### src/rtl/matrix_cell_scheduler.sv
// Matrix cell scheduler: issues every (i,j) row/column pair to one column processor.
// Optional macro SCHED_TIMEOUT_EN adds a processor-response timeout with out_error.
module matrix_cell_scheduler #(
  parameter int size       = 4,
  parameter int cell_width = 8,
  parameter int width      = cell_width * size,
  parameter int TIMEOUT    = 1024
) (
  input  logic                             in_clk,
  input  logic                             in_reset,
  input  logic                             in_start,
  input  logic [size*size*cell_width-1:0]  in_mat_a,
  input  logic [size*size*cell_width-1:0]  in_mat_b,
  output logic [width-1:0]                 out_row_a,
  output logic [width-1:0]                 out_col_b,
  output logic                             out_proc_ready,
  input  logic [width-1:0]                 in_proc_cell,
  input  logic                             in_proc_ready,
  output logic                             out_proc_ack,
  output logic [size*size*cell_width-1:0]  out_mat_c,
  output logic                             out_done,
  input  logic                             in_done_ack,
  output logic                             out_error
);

  localparam int MW = size * size * cell_width;
  localparam int IW = $clog2(size) + 1;

  typedef enum logic [2:0] {
    S_IDLE,
    S_ISSUE,
    S_WAIT,
    S_ACK,
    S_NEXT,
    S_DONE
  } state_t;

  state_t state, state_n;

  logic [IW-1:0]    i, j, i_n, j_n;
  logic [MW-1:0]    a_q, b_q, c_q;
  logic [MW-1:0]    a_n, b_n, c_n;
  logic [width-1:0] row_q, col_q, row_n, col_n;
  logic [width-1:0] sel_row, sel_col;
  logic             rdy_q, rdy_n;
  logic             ack_q, ack_n;
  logic             done_q, done_n;
  logic             last_i, last_j;

  // Upper bits of the processor result are discarded on purpose.
  logic unused_cell_bits;
  assign unused_cell_bits = ^in_proc_cell[width-1:cell_width];

`ifdef SCHED_TIMEOUT_EN
  localparam int TW = $clog2(TIMEOUT + 1);
  logic [TW-1:0] tcnt, tcnt_n;
  logic          err_q, err_n;
`else
  localparam int unused_timeout = TIMEOUT;
`endif

  assign last_i = (i == IW'(size - 1));
  assign last_j = (j == IW'(size - 1));

  // Select row i of latched A and column j of latched B.
  always_comb begin
    sel_row = '0;
    sel_col = '0;
    for (int k = 0; k < size; k++) begin
      sel_row[k*cell_width +: cell_width] =
        a_q[(int'(i)*size + k)*cell_width +: cell_width];
      sel_col[k*cell_width +: cell_width] =
        b_q[(k*size + int'(j))*cell_width +: cell_width];
    end
  end

  // Next-state and next-output logic of the sequencing FSM.
  always_comb begin
    state_n = state;
    i_n     = i;
    j_n     = j;
    a_n     = a_q;
    b_n     = b_q;
    c_n     = c_q;
    row_n   = row_q;
    col_n   = col_q;
    rdy_n   = rdy_q;
    ack_n   = ack_q;
    done_n  = done_q;
`ifdef SCHED_TIMEOUT_EN
    tcnt_n  = tcnt;
    err_n   = err_q;
`endif
    unique case (state)
      S_IDLE: begin
        row_n = '0;
        col_n = '0;
        rdy_n = 1'b0;
        ack_n = 1'b0;
        if (in_start) begin
          a_n     = in_mat_a;
          b_n     = in_mat_b;
          c_n     = '0;
          i_n     = '0;
          j_n     = '0;
          state_n = S_ISSUE;
        end
      end
      S_ISSUE: begin
        row_n   = sel_row;
        col_n   = sel_col;
        rdy_n   = 1'b1;
`ifdef SCHED_TIMEOUT_EN
        tcnt_n  = '0;
`endif
        state_n = S_WAIT;
      end
      S_WAIT: begin
        if (in_proc_ready) begin
          c_n[(int'(i)*size + int'(j))*cell_width +: cell_width] =
            in_proc_cell[cell_width-1:0];
          rdy_n   = 1'b0;
          ack_n   = 1'b1;
          row_n   = '0;
          col_n   = '0;
          state_n = S_ACK;
        end
`ifdef SCHED_TIMEOUT_EN
        else if (tcnt == TW'(TIMEOUT - 1)) begin
          err_n   = 1'b1;
          rdy_n   = 1'b0;
          row_n   = '0;
          col_n   = '0;
          done_n  = 1'b1;
          state_n = S_DONE;
        end else begin
          tcnt_n = tcnt + TW'(1);
        end
`endif
      end
      S_ACK: begin
        if (!in_proc_ready) begin
          ack_n   = 1'b0;
          state_n = S_NEXT;
        end
      end
      S_NEXT: begin
        if (last_i && last_j) begin
          done_n  = 1'b1;
          state_n = S_DONE;
        end else if (last_j) begin
          j_n     = '0;
          i_n     = i + IW'(1);
          state_n = S_ISSUE;
        end else begin
          j_n     = j + IW'(1);
          state_n = S_ISSUE;
        end
      end
      S_DONE: begin
        if (in_done_ack) begin
          done_n  = 1'b0;
`ifdef SCHED_TIMEOUT_EN
          err_n   = 1'b0;
`endif
          state_n = S_IDLE;
        end
      end
      default: state_n = S_IDLE;
    endcase
  end

  // State and registered-output storage with asynchronous reset.
  always_ff @(posedge in_clk or posedge in_reset) begin
    if (in_reset) begin
      state  <= S_IDLE;
      i      <= '0;
      j      <= '0;
      a_q    <= '0;
      b_q    <= '0;
      c_q    <= '0;
      row_q  <= '0;
      col_q  <= '0;
      rdy_q  <= 1'b0;
      ack_q  <= 1'b0;
      done_q <= 1'b0;
`ifdef SCHED_TIMEOUT_EN
      tcnt   <= '0;
      err_q  <= 1'b0;
`endif
    end else begin
      state  <= state_n;
      i      <= i_n;
      j      <= j_n;
      a_q    <= a_n;
      b_q    <= b_n;
      c_q    <= c_n;
      row_q  <= row_n;
      col_q  <= col_n;
      rdy_q  <= rdy_n;
      ack_q  <= ack_n;
      done_q <= done_n;
`ifdef SCHED_TIMEOUT_EN
      tcnt   <= tcnt_n;
      err_q  <= err_n;
`endif
    end
  end

  assign out_row_a      = row_q;
  assign out_col_b      = col_q;
  assign out_proc_ready = rdy_q;
  assign out_proc_ack   = ack_q;
  assign out_mat_c      = c_q;
  assign out_done       = done_q;
`ifdef SCHED_TIMEOUT_EN
  assign out_error      = err_q;
`else
  assign out_error      = 1'b0;
`endif

endmodule

### config.mk
export PLATFORM = sky130hd
export DESIGN_NAME = matrix_cell_scheduler
export DESIGN_NICKNAME = d
export VERILOG_FILES = /design/src/rtl/matrix_cell_scheduler.sv
export SDC_FILE = /design/constraint.sdc
export NUM_CORES = 1
export LEC_CHECK = 0
export BUFFER_PORTS_ARGS = -buffer_cell sky130_fd_sc_hd__buf_2
export CAP_MARGIN = 15
export CORE_ASPECT_RATIO = 1.25
export CORE_UTILIZATION = 45
export CTS_BUF_LIST = sky130_fd_sc_hd__clkbuf_8
export CTS_CLUSTER_SIZE = 14
export DETAILED_ROUTE_END_ITERATION = 6
export GPL_TIMING_DRIVEN = 0
export PLACE_DENSITY = 0.69
export RECOVER_POWER = 50
export SYNTH_ARGS = -nofsm -noshare
export SYNTH_HDL_FRONTEND = slang
export SYNTH_SLANG_ARGS = --single-unit
### constraint.sdc
create_clock -name in_clk -period 18.75 [get_ports in_clk]
set_clock_uncertainty 0.15 [all_clocks]
set_input_delay 2.8125 -clock in_clk [delete_from_list [all_inputs] [get_ports in_clk]]
set_output_delay 2.8125 -clock in_clk [all_outputs]
set_load 0.005 [all_outputs]
==> flow_summary.json <==
{
  "status": "finished, violations left",
  "violations": "capacitance limit, slew limit",
  "clk_latency_ns": 0.65,
  "cts_sinks": 460,
  "drt_iter0_drc": 992,
  "wl_um": 60000,
  "vias_per_cell": 5.22,
  "p_total_mw": 3.51,
  "grt_pass1_wl_um": 93300,
  "ant_nets": 0,
  "post_cts_resized": 0,
  "portBuffers": 463,
  "yosys.area.top_type": "dfrtp_1",
  "die_area_sq_um": 45000,
  "track_usage": 0.272,
  "num_io_pins": 489,
  "place.gp.congestion": 0.880,
  "worstSetupPathType": "in2async",
  "hold_path_depth": 2,
  "yosys_most_used_dff": "dfrtp_1",
  "setup_viol": 0,
  "crit_arrival_ns": 8.28,
  "p_leak_nw": 12.9,
  "synth-compound-area-share": 0.0363,
  "synth_adder_area_share": 0.00441,
  "clock_path_buffers": 3,
  "syn_inst": 1920,
  "rows": 85,
  "syn_nets": 2220,
  "layout.nets": 2762,
  "syn_avg_cell_area_sq_um": 10.4,
  "setup_tns_ns": 0,
  "synth_area_sq_um": 19900,
  "synth_xor_area_frac": 0.00138,
  "slew_headroom": -1.97,
  "hold_buffers": 0,
  "worstMarginPinSlew_ns": 4.45,
  "maxCapViolCount": 2,
  "max_freq_ghz": 0.115,
  "core_area_sq_um": 43300,
  "synth.yosys.seq_area_share": 0.579,
  "syn_to_final_growth_pct": 22.5,
  "synth_area_leaders": "dfrtp_1 (58%), nand2_1 (18%), mux2i_1 (7.8%)",
  "synth-simple-area-share": 0.204,
  "cts_made_buffers": 73,
  "yosysWarnings": 0,
  "finalHoldViolations": 0,
  "finalCritPeriodShare": 0.466,
  "rr_worst_depth": 10,
  "drc": 0,
  "post_cts.repair.setup_buffers": 0,
  "synthArstFlopShare": 1.00,
  "drive_gt1_frac": 0.241,
  "ir_worst_vdd_v": 0.0000777,
  "hp-class": "reg2reg",
  "yosysTopAreaCellShare": 0.579,
  "ys_types": 49,
  "grt.overflow.total": 0,
  "synth_top_family_by_area": "simple AND/OR/NAND/NOR gates",
  "ys_ff_latch": 460,
  "clk_pin_slew_worst_paths_ns": 0.06,
  "grt_pass1_vias": 16683,
  "die_h_um": 237,
  "worst-path-max-fanout": 84,
  "finalMaxSlewViolations": 166,
  "cts_max_level": 3,
  "die_w_um": 190,
  "vias": 16097,
  "fin_util": 0.563,
  "start_util": 0.459,
  "cts_tree": "built",
  "synth.mux.area_fraction": 0.151,
  "rsz0062_at_grt": "false",
  "cts-root-buf": "clkbuf_8",
  "power.density_nw_per_um2": 144,
  "period_minus_slack_ns": 8.73,
  "synth_edf_count": 0,
  "grt_max_degree": 130,
  "dr.pass1.iters": 5,
  "antenna_found_initial": 13,
  "worstSetupStartpointType": "primary input",
  "worstPathRequired_ns": 18.30,
  "cp-end-kind": "async pin",
  "post_drt_wl_per_cell_um": 19.5,
  "dp_hpwl_um": 44900
}
[power by group]
part	switching (mW)	internal [mW]	total [mW]	leakage (nW)
combinational	0.694	0.444	1.14	6.11
sequential	0.185	1.32	1.50	6.01
clock	0.405	0.465	0.870	0.824
[worst max-delay path: stages]
cell,delay [ns]
buf_2,0.10
clkinvlp_2,2.04
clkbuf_1,3.23
[layout by cell type (no fill, tap or decap), types with 3 or more instances in the layout]
cell type and count:
nor3_4 4, ha_1 7, o21a_1 3, nor2_1 13
mux4_2 64, nand3_1 6, mux2i_1 154, o21ai_0 33
clkbuf_8 91, and3_1 6, buf_1 10, a22o_1 40
nor2b_1 5, nor3_1 5, inv_1 26, buf_2 407
buf_16 3, diode_2 3, nor4_4 4, buf_4 3
clkbuf_1 156, dfrtp_1 460, a21oi_1 4, nand2_1 955
clkinvlp_4 5, clkinv_2 10
[path summary, 6_finish.rpt]
check                                     from                   endpoint  slack, ns
setup / recovery                      in_reset  out_mat_c[24]$_DFFE_PP0P_      10.02
setup reg to reg              i[0]$_DFFE_PP0P_  out_mat_c[51]$_DFFE_PP0P_      14.90
hold / removal             b_q[20]$_DFFE_PP0P_        b_q[20]$_DFFE_PP0P_       0.32
hold reg to reg            b_q[20]$_DFFE_PP0P_        b_q[20]$_DFFE_PP0P_       0.32
max in group in_clk                   in_start   out_mat_c[5]$_DFFE_PP0P_      13.88
min in group asynchronous             in_reset   out_row_a[9]$_DFFE_PP0P_       3.09
[layer usage]
| metal | vias to the layer above | wire length [um] | global-route usage |
|---|---|---|---|
| met2 | 582 | 29900 | 0.459 |
| met4 | 20 | 2260 | 0.128 |
| li1 | 7396 | - | - |
| met1 | 7949 | 23300 | 0.323 |
| met5 | - | 124 | 0 |
| met3 | 150 | 4360 | 0.0710 |
[synthesized netlist by cell type, types with 2 or more instances]
| cell type | count |
|---|---|
| a21oi_1 | 4 |
| nor3_1 | 4 |
| a22oi_1 | 2 |
| nor4_1 | 2 |
| or3_1 | 2 |
| nor3_4 | 4 |
| inv_1 | 8 |
| nand3_2 | 6 |
| clkbuf_1 | 91 |
| ha_1 | 7 |
| a22o_1 | 40 |
| o21a_1 | 3 |
| and3_1 | 6 |
| or2_2 | 2 |
| o21ai_0 | 33 |
| o22ai_1 | 2 |
| dfrtp_1 | 460 |
| nand2_1 | 955 |
| nor2_1 | 13 |
| o21ai_1 | 2 |
| a21oi_2 | 2 |
| nor2b_1 | 5 |
| mux2i_1 | 154 |
| buf_1 | 11 |
| buf_4 | 3 |
| buf_2 | 7 |
| nand3_1 | 2 |
| nor4_4 | 4 |
| nand4_2 | 3 |
| mux4_2 | 64 |
[cell families (layout without fill, tap and decap cells)]
group	Yosys count	count (layout)
compound gates	98	98
mux	219	219
simple gates	1012	1012
fa+ha+maj	7	7
other cells	1	4
xor+xnor	1	1
flops	460	460
buf+inv	122	716
[layout make-up]
cell class                      count  area (sq um)
Inverter                            9          35.0
Sequential cell                   460         11500
Multi-Input combinational cell   1338          7850
Buffer                            113           452
Timing Repair Buffer              467          2320
Tap cell                          565           707
Antenna cell                        3          7.51
Fill cell                        3820         18900
Clock inverter                     36           219
Clock buffer                       91          1250
[metrics by stage]
stage	worst slack, ns	hold slack [ns]	cell area [sq um]	cells
after global routing	8.77	0.336	24400	3081
after detailed placement	13.54	0.307	23000	2952
after CTS	14.26	0.322	24500	3079
final	10.02	0.320	24400	3082
after global placement	-1.53	0.302	22900	2948
after floorplan	2.96	0.290	19900	1920
[state kept, by name, summed over array words and instances (netlist names)]
name,flops
a_q,128
b_q,128
out_mat_c,128
out_col_b,32
out_row_a,32
i,3
j,3
state,3
out_done,1
out_proc_ack,1
out_proc_ready,1
Power figures use the tool's default switching activity.
